`config.mk`:
```
export PLATFORM = sky130hd
export DESIGN_NAME = alu_op_sequencer
export DESIGN_NICKNAME = d
export VERILOG_FILES = /design/src/rtl/alu_op_sequencer.sv
export SDC_FILE = /design/constraint.sdc
export NUM_CORES = 1
export LEC_CHECK = 0
export BUFFER_PORTS_ARGS = -buffer_cell sky130_fd_sc_hd__buf_2
export CAP_MARGIN = 20
export CORE_MARGIN = 8
export CORE_UTILIZATION = 55
export CTS_CLUSTER_DIAMETER = 60
export DETAILED_ROUTE_END_ITERATION = 8
export GPL_ROUTABILITY_DRIVEN = 0
export HOLD_SLACK_MARGIN = 0.12
export PLACE_DENSITY = 0.83
export SLEW_MARGIN = 20
export SYNTH_ARGS = -nofsm -noshare
export SYNTH_HDL_FRONTEND = slang
export SYNTH_SLANG_ARGS = --single-unit
```
`constraint.sdc`:
```
create_clock -name clk -period 3.1 [get_ports clk]
set_input_delay 0.62 -clock clk [delete_from_list [all_inputs] [get_ports clk]]
set_output_delay 0.62 -clock clk [all_outputs]
set_load 0.005 [all_outputs]
```
`src/rtl/alu_op_sequencer.sv`:
```
// rtl/alu_op_sequencer.sv - instruction sequencer driving an external 8-bit combinational ALU
//
// Purpose:
//   Accepts 16-bit instructions over a valid/ready handshake and reads operands
//   from a 4x8 register file. It drives the external ALU's sel/A/B inputs, then
//   writes the ALU result (or an immediate) back. It also implements the OUT
//   instruction and flags illegal opcodes.
//   Instruction format: [15:12] op, [11:10] rd, [9:8] rs, [7:6] rt, [7:0] imm8.
//   op 0..9 ALU ops, 10 LDI, 11 OUT, 12..15 illegal.
//
// Ports:
//   clk, reset             clock; asynchronous active-high reset
//   instr, instr_valid     instruction input and its valid flag
//   instr_ready            high while idle (can accept this cycle)
//   alu_sel, alu_a, alu_b  registered ALU controls: op, R[rs], R[rt]
//   alu_c                  ALU result, combinational from sel/a/b
//   out_data, out_valid    R[rs] of the last OUT instruction; one-cycle update pulse
//   illegal                one-cycle pulse for opcodes 12..15
//   dbg_addr, dbg_data     combinational read port on committed register state

module alu_op_sequencer #(
  parameter int DATA_W = 8,
  parameter int NREGS  = 4
) (
  input  logic              clk,
  input  logic              reset,
  input  logic [15:0]       instr,
  input  logic              instr_valid,
  output logic              instr_ready,
  output logic [3:0]        alu_sel,
  output logic [DATA_W-1:0] alu_a,
  output logic [DATA_W-1:0] alu_b,
  input  logic [DATA_W-1:0] alu_c,
  output logic [DATA_W-1:0] out_data,
  output logic              out_valid,
  output logic              illegal,
  input  logic [1:0]        dbg_addr,
  output logic [DATA_W-1:0] dbg_data
);

  typedef enum logic {IDLE, EXEC} state_t;

  state_t            state;
  logic [DATA_W-1:0] rf [0:NREGS-1];
  logic [3:0]        op_q;
  logic [1:0]        rd_q;
  logic [DATA_W-1:0] imm_q;

  logic [3:0] f_op;
  logic [1:0] f_rd;
  logic [1:0] f_rs;
  logic [1:0] f_rt;

  assign f_op = instr[15:12];
  assign f_rd = instr[11:10];
  assign f_rs = instr[9:8];
  assign f_rt = instr[7:6];

  // Ready depends only on state, so the source never sees a combinational
  // path from instr_valid back to instr_ready.
  assign instr_ready = (state == IDLE);
  assign dbg_data    = rf[dbg_addr];

  always_ff @(posedge clk or posedge reset) begin
    if (reset) begin
      state     <= IDLE;
      op_q      <= '0;
      rd_q      <= '0;
      imm_q     <= '0;
      alu_sel   <= '0;
      alu_a     <= '0;
      alu_b     <= '0;
      out_data  <= '0;
      out_valid <= 1'b0;
      illegal   <= 1'b0;
      for (int i = 0; i < NREGS; i++) begin
        rf[i] <= '0;
      end
    end else begin
      out_valid <= 1'b0;
      illegal   <= 1'b0;
      case (state)
        IDLE: begin
          if (instr_valid) begin
            op_q    <= f_op;
            rd_q    <= f_rd;
            imm_q   <= instr[DATA_W-1:0];
            // Operands are loaded for every opcode; non-ALU ops simply ignore alu_c.
            alu_sel <= f_op;
            alu_a   <= rf[f_rs];
            alu_b   <= rf[f_rt];
            state   <= EXEC;
          end
        end
        EXEC: begin
          if (op_q <= 4'd9) begin
            rf[rd_q] <= alu_c;
          end else if (op_q == 4'd10) begin
            rf[rd_q] <= imm_q;
          end else if (op_q == 4'd11) begin
            // alu_a already holds R[rs] as read at acceptance.
            out_data  <= alu_a;
            out_valid <= 1'b1;
          end else begin
            illegal <= 1'b1;
          end
          state <= IDLE;
        end
        default: state <= IDLE;
      endcase
    end
  end

endmodule
```
==> impl_metrics.py, run 1 <==
metrics = {
    "clock_tree": {
        "clk_pin_slew_ps": 70,
        "cts_resized": 0,
        "cts_hold_buf": 0,
        "post_cts_buffers": 0,
        "ctsLongestPathBuffers": 2,
        "clockRootBuffer": "clkbuf_8",
        "tritoncts": "built",
        "htreeDepth": 3,
        "clk-insertion-delay-late_ps": 340,
        "clkSinkCount": 73,
        "cts_made_buffers": 9,
    },
    "synthesis": {
        "synth_top_family_by_area": "multiplexers",
        "yosysWarnings": 0,
        "syn-cell-area_um2": 3413,
        "yosys.area_share.adder": 0,
        "synth-seq-cells": 73,
        "synth-simple-area-share": 0.01210,
        "synthXorXnorAreaFrac": 0,
        "synth-seq-area-share": 0.5352,
        "syn_nets": 229,
        "netlist_instances": 200,
        "synth-compound-area-share": 0.02273,
        "synthDistinctLibCells": 19,
        "synthMuxAreaShare": 0.4157,
        "syn_avg_cell_area_um2": 17.07,
    },
    "route": {
        "via_count": 2049,
        "vias_per_cell": 5.854,
        "antenna_left": 0,
        "wl_per_cell_um": 20.73,
        "wl_um": 7256,
        "drt_first_pass_iters": 4,
        "drtIter0Drc": 111,
        "drc_errors": 0,
    },
    "floorplanning": {
        "rows": 28,
        "die_h_um": 94.78,
        "pin_count": 68,
        "start_util": 0.5731,
        "dieArea_um2": 8982,
        "dieWidth_um": 94.78,
        "core-area_um2": 5956,
    },
    "pwr": {
        "swShare": 0.2974,
        "ir_drop_mv": 0.4396,
        "intPower_w": 0.002380,
        "p_sw_w": 0.001007,
        "seq_power_share": 0.488,
        "powerDensity_nw_per_um2": 850.4,
        "leakagePower_nw": 1.760,
        "pwr-share-comb": 0.324,
        "p_clk_frac": 0.188,
    },
    "timing": {
        "fin_crit_ps": 2258,
        "grt_setup_unrepaired": "no",
        "timing.fmax_mhz": 442.9,
        "worst_slew_pin_slew_ps": 913.9,
        "fin_tns_setup_ps": 0,
        "hold_viol": 0,
        "finalCritPeriodShare": 0.7283,
        "finalSetupViolations": 0,
        "relSlewSlack": 0.3896,
        "slew_viol_final": 0,
        "finalClockSkew_ps": 5.819,
    },
    "critical_path": {
        "worstPathArrival_ps": 1640,
        "critical_path.startpoint_type": "input pin",
        "critical-path-slowest-cell": "mux4_2",
        "critical_path_class": "in2out",
        "cpLargestDelayFamily": "multiplexers",
        "cp_max_fo": 8,
        "crit_top_cell": "buf_2",
        "cp_data_required_time_ps": 2480,
        "critPathCaptureType": "output pin",
        "path_buf_inv": 2,
        "worstPathCellList": "buf_2 > mux4_2 > buf_2",
        "critPathMaxStageDelay_ps": 560,
    },
    "job": {
        "cap_violations": 0,
    },
    "global_routing": {
        "grt_max_degree": 74,
        "gr-total-overflow": 0,
        "antenna_found_initial": 0,
        "grt_pass1_wl_um": 11610,
        "grt_pass1_vias": 2197,
        "grt.total_usage": 0.1714,
    },
    "placed_design": {
        "dp_hpwl_um": 4985,
        "placed_area_um2": 3826,
        "port_buffers": 67,
    },
    "status": {
        "outcome": "complete, no violations",
    },
    "final_layout": {
        "fin_nets": 300,
        "drive_gt1_frac": 0.6909,
        "fin_area_um2": 3983,
        "diodes": 0,
        "area_delta_synth_final_pct": 16.68,
    },
    "min_path": {
        "min_path_type": "reg2reg",
    },
}
-- synth_stat cells (all sizes together) --
master   instances  area (um^2)
and3             1        6.260
inv              2        7.510
clkbuf           5        18.77
a2111oi          1        27.53
a21o             1        15.01
nand2            1        3.750
mux4            24        540.5
nor2             1        6.260
dfrtp           73         1827
mux2            78        878.3
buf              5        22.52
nand4            1        6.260
a211oi           1        12.51
nand3            1        5.000
a21oi            2        17.52
nand3b           1        7.510
nor2b            1        6.260
o21ai            1        5.000
-- kinds of logic after synthesis --
logic type	count (synthesis)
mux	102
simple gates	7
compound gates	6
flops	73
buf+inv	12
-- power by group through the flow --
stage	logic, W	clock network [W]	registers [W]
finish	0.00110	0.000637	0.00165
global route	0.00119	0.000686	0.00172
CTS	0.00112	0.000653	0.00165
detailed placement	0.00111	0	0.00167
global placement	0.00108	0	0.00164
floorplan	0.000745	0	0.00159
-- through the flow --
stage | util | setup slack, ps | std cells | hold WS, ps | total power (W)
after global routing | 0.6687 | 787.1 | 350 | 487.4 | 0.003598
final | 0.6687 | 842.4 | 350 | 502.8 | 0.003387
after detailed placement | 0.6424 | 830.4 | 335 | 491.0 | 0.002784
after floorplan | - | 626.7 | 200 | 476.7 | 0.002336
after global placement | 0.6424 | 838.0 | 335 | 484.8 | 0.002720
after CTS | 0.6687 | 832.0 | 350 | 492.3 | 0.003422
-- worst reg2reg max path, stage by stage, from the launching register on --
cell and delay [ps]:
dfrtp_1 430, a21o_4 270, a211oi_2 790, mux2_2 420
-- final cells by class --
cell class                      count  area (um^2)
Tap cell                           75        93.84
Fill cell                         453         1973
Clock buffer                       15        156.4
Multi-Input combinational cell    115         1540
Inverter                            2        7.507
Sequential cell                    73         1827
Timing Repair Buffer               70        357.8
-- layout by cell type (no fill, tap or decap), drive strengths merged --
cell type	Yosys	final
a2111oi	1	1
a211oi	1	1
a21o	1	1
a21oi	2	2
and3	1	1
buf	5	70
clkbuf	5	15
dfrtp	73	73
inv	2	2
mux2	78	78
mux4	24	24
nand2	1	1
nand3	1	1
nand3b	1	1
nand4	1	1
nor2	1	1
nor2b	1	1
o21ai	1	1
-- registers in the layout, indices dropped and copies added (netlist names) --
name,flops
alu_a,8
alu_b,8
illegal,1
imm_q,8
op_q,4
out_data,8
out_valid,1
rd_q,2
rf,32
state,1
-- layer usage --
metal,vias to the layer above,GRT usage,wire [um],share of wire
met5,-,0,0,0
li1,910,-,-,-
met4,0,0.06502,129,0.018
met3,9,0.05635,476,0.066
met2,68,0.2596,3479,0.48
met1,1062,0.2246,3170,0.44
-- final timing paths --
kind                             start          end  slack [ps]  cells after the start
setup / recovery           dbg_addr[0]  dbg_data[6]         840                      3
hold / removal             out_data[2]  out_data[2]         500                      1
setup reg to reg               op_q[1]       rf[10]        1080                      3
hold reg to reg            out_data[2]  out_data[2]         500                      1
max in group asynchronous        reset       rf[15]        1960                      3
min in group asynchronous        reset  out_data[6]         540                      3
(Power assumes the default switching activity.)
==> run 2: changes to the inputs <==
==> constraint.sdc (replaced) <==
create_clock -name clk -period 2.28 [get_ports clk]
set_input_delay 0.456 -clock clk [delete_from_list [all_inputs] [get_ports clk]]
set_output_delay 0.456 -clock clk [all_outputs]
set_load 0.005 [all_outputs]
==> run 2 against run 1 <==
Sequential share of layout area shrank 1.9 points. Global-route usage grew 1.1 points. Worst hold slack lost 170 ps.
==> impl_metrics.py, run 2 (synthesis gave the netlist of run 1 again) <==
metrics = {
    "status": {
        "outcome": "complete, no violations",
    },
    "critical_path": {
        "critPathMaxStageDelay_ps": 560,
        "critical_path_class": "in2out",
        "worst-path-stages": 3,
        "path_buf_inv": 2,
        "crit_top_cell": "buf_2",
        "reg2regPathDepth": 4,
        "cpLargestDelayFamily": "multiplexers",
        "reg2reg_from": "op_q[1]",
        "worstPathArrival_ps": 1450,
        "worstPathCellList": "buf_2 > mux4_2 > buf_2",
        "critPathCaptureType": "output pin",
        "cp_data_required_time_ps": 1820,
        "cp_max_fo": 8,
        "critical-path-slowest-cell": "mux4_2",
        "startpoint": "dbg_addr[0]",
        "critical_path.startpoint_type": "input pin",
    },
    "timing": {
        "setup_ws_ps": 375.1,
        "worst_slew_pin_slew_ps": 583.0,
        "relSlewSlack": 0.6114,
        "fin_tns_setup_ps": 0,
        "slew_viol_final": 0,
        "finalSetupViolations": 0,
        "fin_crit_ps": 1905,
        "grt_setup_unrepaired": "no",
        "timing.fmax_mhz": 525.0,
        "hold_viol": 0,
        "timing.hold.ws_ps": 335.3,
        "finalClockSkew_ps": 7.566,
        "finalCritPeriodShare": 0.8355,
    },
    "min_path": {
        "hold_depth": 2,
        "min_from": "instr[1]",
        "min_path_type": "in2reg",
    },
    "job": {
        "cap_violations": 0,
    },
    "final_layout": {
        "diodes": 0,
        "mostFrequentLayoutCells": "78 x mux2_2, 73 x dfrtp_1, 67 x buf_2",
        "area_delta_synth_final_pct": 21.63,
        "drive_gt1_frac": 0.7107,
        "fin_util": 0.6971,
        "largest_register_ffs": 32,
        "top_register": "rf",
        "final_common_cell": "mux2_2",
        "fin_nets": 304,
    },
    "route": {
        "wl_per_cell_um": 21.09,
        "drt_first_pass_iters": 4,
        "drtIter0Drc": 80,
        "wl_um": 7486,
        "vias_per_cell": 5.741,
        "via_count": 2038,
        "antenna_left": 0,
        "drc_errors": 0,
    },
    "clock_tree": {
        "cts_made_buffers": 9,
        "tritoncts": "built",
        "clk_pin_slew_ps": 80,
        "htreeDepth": 3,
        "ctsLongestPathBuffers": 2,
        "clk-insertion-delay-late_ps": 350,
        "clockRootBuffer": "clkbuf_8",
        "clkSinkCount": 73,
    },
    "pwr": {
        "leakagePower_nw": 1.842,
        "powerDensity_nw_per_um2": 1239,
        "ir_drop_mv": 0.6030,
    },
    "placed_design": {
        "dp_hpwl_um": 5079,
        "dp_slack_ps": 358.3,
        "port_buffers": 67,
    },
    "global_routing": {
        "antenna_found_initial": 0,
        "grt_pass1_vias": 2327,
        "grt_pass1_wl_um": 12270,
        "gr-total-overflow": 0,
        "grt.total_usage": 0.1825,
        "grt_max_degree": 38,
    },
    "floorplanning": {
        "dieWidth_um": 94.78,
        "core-area_um2": 5956,
        "start_util": 0.5731,
        "dieArea_um2": 8982,
        "rows": 28,
        "die_h_um": 94.78,
        "pin_count": 68,
    },
}
==> run 2: final cells by class <==
cell class              instances  area, um^2
repair buffers                 74       402.9
well taps                      75       93.84
clock buffers                  11       151.4
clock inverters                 5       125.1
flip-flops and latches         73        1827
multi-input cells             115        1540
fillers                       417        1804
inverters                       2       11.26
==> run 2: where the power goes <==
| part | switching (W) | internal, W | total (W) |
|---|---|---|---|
| clock network | 0.000481 | 0.000896 | 0.00138 |
| registers | 0.000422 | 0.00182 | 0.00224 |
| logic | 0.000524 | 0.00100 | 0.00153 |
| total | 0.00143 | 0.00372 | 0.00514 |
==> run 2: timing repair <==
item / CTS / global route
buffers inserted: 0 / 0
endpoints found under the hold margin: 13 / 0
hold buffers: 1 / 0
gates resized for setup: 0 / 0
==> run 2: metal layers <==
layer	vias to the layer above	routed length, um	GRT usage
met3	9	416	0.04048
met5	-	0	0
met4	0	114	0.07802
met1	1051	3153	0.2257
met2	59	3801	0.3024
li1	919	-	-
==> run 2: stage by stage <==
step / cell area, um^2 / power (W) / instances
6_report: 4151 / 0.005144 / 355
5_1_grt: 4151 / 0.005435 / 355
4_1_cts: 4151 / 0.005194 / 355
3_5_place_dp: 3865 / 0.003788 / 338
3_3_place_gp: 3865 / 0.003694 / 338
2_1_floorplan: 3417 / 0.003176 / 200
==> run 2: path summary, 6_finish.rpt <==
check | end | slack [ps]
max | dbg_data[5] | 380
min | imm_q[1] | 340
max reg2reg | rf[29] | 510
min reg2reg | out_data[4] | 500
max in group asynchronous | rf[26] | 1040
min in group asynchronous | imm_q[4] | 630
==> run 3: changes to the inputs <==
==> constraint.sdc (replaced) <==
create_clock -name clk -period 1.8 [get_ports clk]
set_input_delay 0.36 -clock clk [delete_from_list [all_inputs] [get_ports clk]]
set_output_delay 0.36 -clock clk [all_outputs]
set_load 0.005 [all_outputs]
==> run 3 against run 2 <==
Die area stayed put. Largest cell class unchanged. Total power increased by 13%. Sequential share of layout area up 0.78 points.
==> impl_metrics.py, run 3 (synthesis gave the netlist of run 1 again) <==
metrics = {
    "status": {
        "outcome": "complete, no violations",
    },
    "pwr": {
        "ir_drop_mv": 0.7867,
        "finalPower_w": 0.005838,
        "powerDensity_nw_per_um2": 1431,
        "leakagePower_nw": 1.812,
    },
    "final_layout": {
        "area_delta_synth_final_pct": 19.50,
        "largest_register_ffs": 32,
        "fin_area_um2": 4079,
        "fin_nets": 307,
        "mostFrequentLayoutCells": "78 x mux2_2, 73 x dfrtp_1, 67 x buf_2",
        "diodes": 0,
        "top_register": "rf",
        "final_common_cell": "mux2_2",
        "drive_gt1_frac": 0.7067,
    },
    "clock_tree": {
        "tritoncts": "built",
        "clk_pin_slew_ps": 70,
        "ctsLongestPathBuffers": 2,
        "htreeDepth": 3,
        "clkSinkCount": 73,
        "clk-insertion-delay-late_ps": 350,
        "cts_made_buffers": 9,
        "cts_hold_buf": 0,
        "clockRootBuffer": "clkbuf_8",
    },
    "floorplanning": {
        "pin_count": 68,
        "core-area_um2": 5956,
        "rows": 28,
        "die_h_um": 94.78,
        "start_util": 0.5731,
        "dieWidth_um": 94.78,
        "dieArea_um2": 8982,
    },
    "timing": {
        "finalSetupViolations": 0,
        "slew_viol_final": 0,
        "finalClockSkew_ps": 6.744,
        "hold_viol": 0,
        "worst_slew_pin_slew_ps": 442.9,
        "relSlewSlack": 0.7044,
        "timing.hold.ws_ps": 98.38,
        "fin_crit_ps": 1751,
        "finalCritPeriodShare": 0.9726,
        "grt_setup_unrepaired": "yes",
        "timing.fmax_mhz": 571.2,
    },
    "critical_path": {
        "critPathCaptureType": "output pin",
        "r2r_end": "rf[28]",
        "cp_data_required_time_ps": 1440,
        "cp_max_fo": 4,
        "worstPathArrival_ps": 1390,
        "critical_path.startpoint_type": "flip-flop",
        "critical_path_class": "reg2out",
        "reg2regPathDepth": 4,
        "reg2reg_from": "op_q[2]",
        "startpoint": "rf[13]",
        "r2r_slack_ps": 110,
        "cp-endpoint": "dbg_data[5]",
    },
    "global_routing": {
        "gr-total-overflow": 0,
        "antenna_found_initial": 0,
        "grt_max_degree": 74,
        "use_met3": 0.04762,
        "met1_usage": 0.2182,
        "grt.total_usage": 0.1746,
        "grt.busiest_layer": "met2",
        "grt_pass1_vias": 2299,
        "grt_pass1_wl_um": 11870,
        "use_met2": 0.2810,
    },
    "route": {
        "drtIter0Drc": 82,
        "vias_per_cell": 5.788,
        "wl_um": 7236,
        "drc_errors": 0,
        "antenna_left": 0,
        "drt_first_pass_iters": 4,
        "wl_per_cell_um": 20.21,
        "via_count": 2072,
    },
    "min_path": {
        "min_path_type": "in2async",
    },
    "job": {
        "cap_violations": 0,
    },
    "placed_design": {
        "port_buffers": 67,
        "placed_area_um2": 3913,
        "dp_hpwl_um": 4977,
    },
}
run 3: timing repair:
| item | 4_1_cts | 5_1_grt |
|---|---|---|
| setup buffers | 0 | 1 |
| gates resized for setup | 0 | 1 |
| endpoints found under the setup margin | 0 | 2 |
run 3: report_power, final:
part / switching (W) / internal [W] / total, W
logic: 0.000644 / 0.00129 / 0.00194
clock network: 0.000573 / 0.000492 / 0.00107
registers: 0.000528 / 0.00231 / 0.00284
total: 0.00175 / 0.00409 / 0.00584
run 3: worst min-delay path by stage:
stage,start,to,slack [ps],cells after the start
2_1_floorplan,imm_q[0],imm_q[0],480,1
3_3_place_gp,out_data[2],out_data[2],480,1
3_5_place_dp,alu_b[1],alu_b[1],490,1
4_1_cts,reset,alu_b[4],120,3
5_1_grt,reset,alu_b[4],140,3
6_report,reset,alu_b[4],100,3
run 3: layout make-up:
cell class	instances	area [um^2]
clock buffers	12	135.1
clock inverters	4	20.02
fillers	423	1877
inverters	2	11.26
multi-input cells	115	1540
flip-flops and latches	73	1827
well taps	75	93.84
repair buffers	77	451.7
run 3: per-stage QoR:
stage                     setup WS [ps]  utilization  setup TNS (ps)  std cells
after floorplan                   75.62            -               0        200
after global placement            140.0       0.6569               0        341
after detailed placement          82.80       0.6569               0        341
after CTS                         34.43       0.6830               0        357
after global routing             -2.158       0.6849          -2.158        358
final                             49.32       0.6849               0        358
run 3: metal layers:
layer  wire (um)  part of all wire
met3         453             0.063
met1        3098              0.43
met5           0                 0
met4         121             0.017
met2        3563              0.49
run 3: worst max-delay path, cell delays in order, from the launching register on:
cell and delay (ps):
dfrtp_1 410, mux4_2 480, buf_2 150
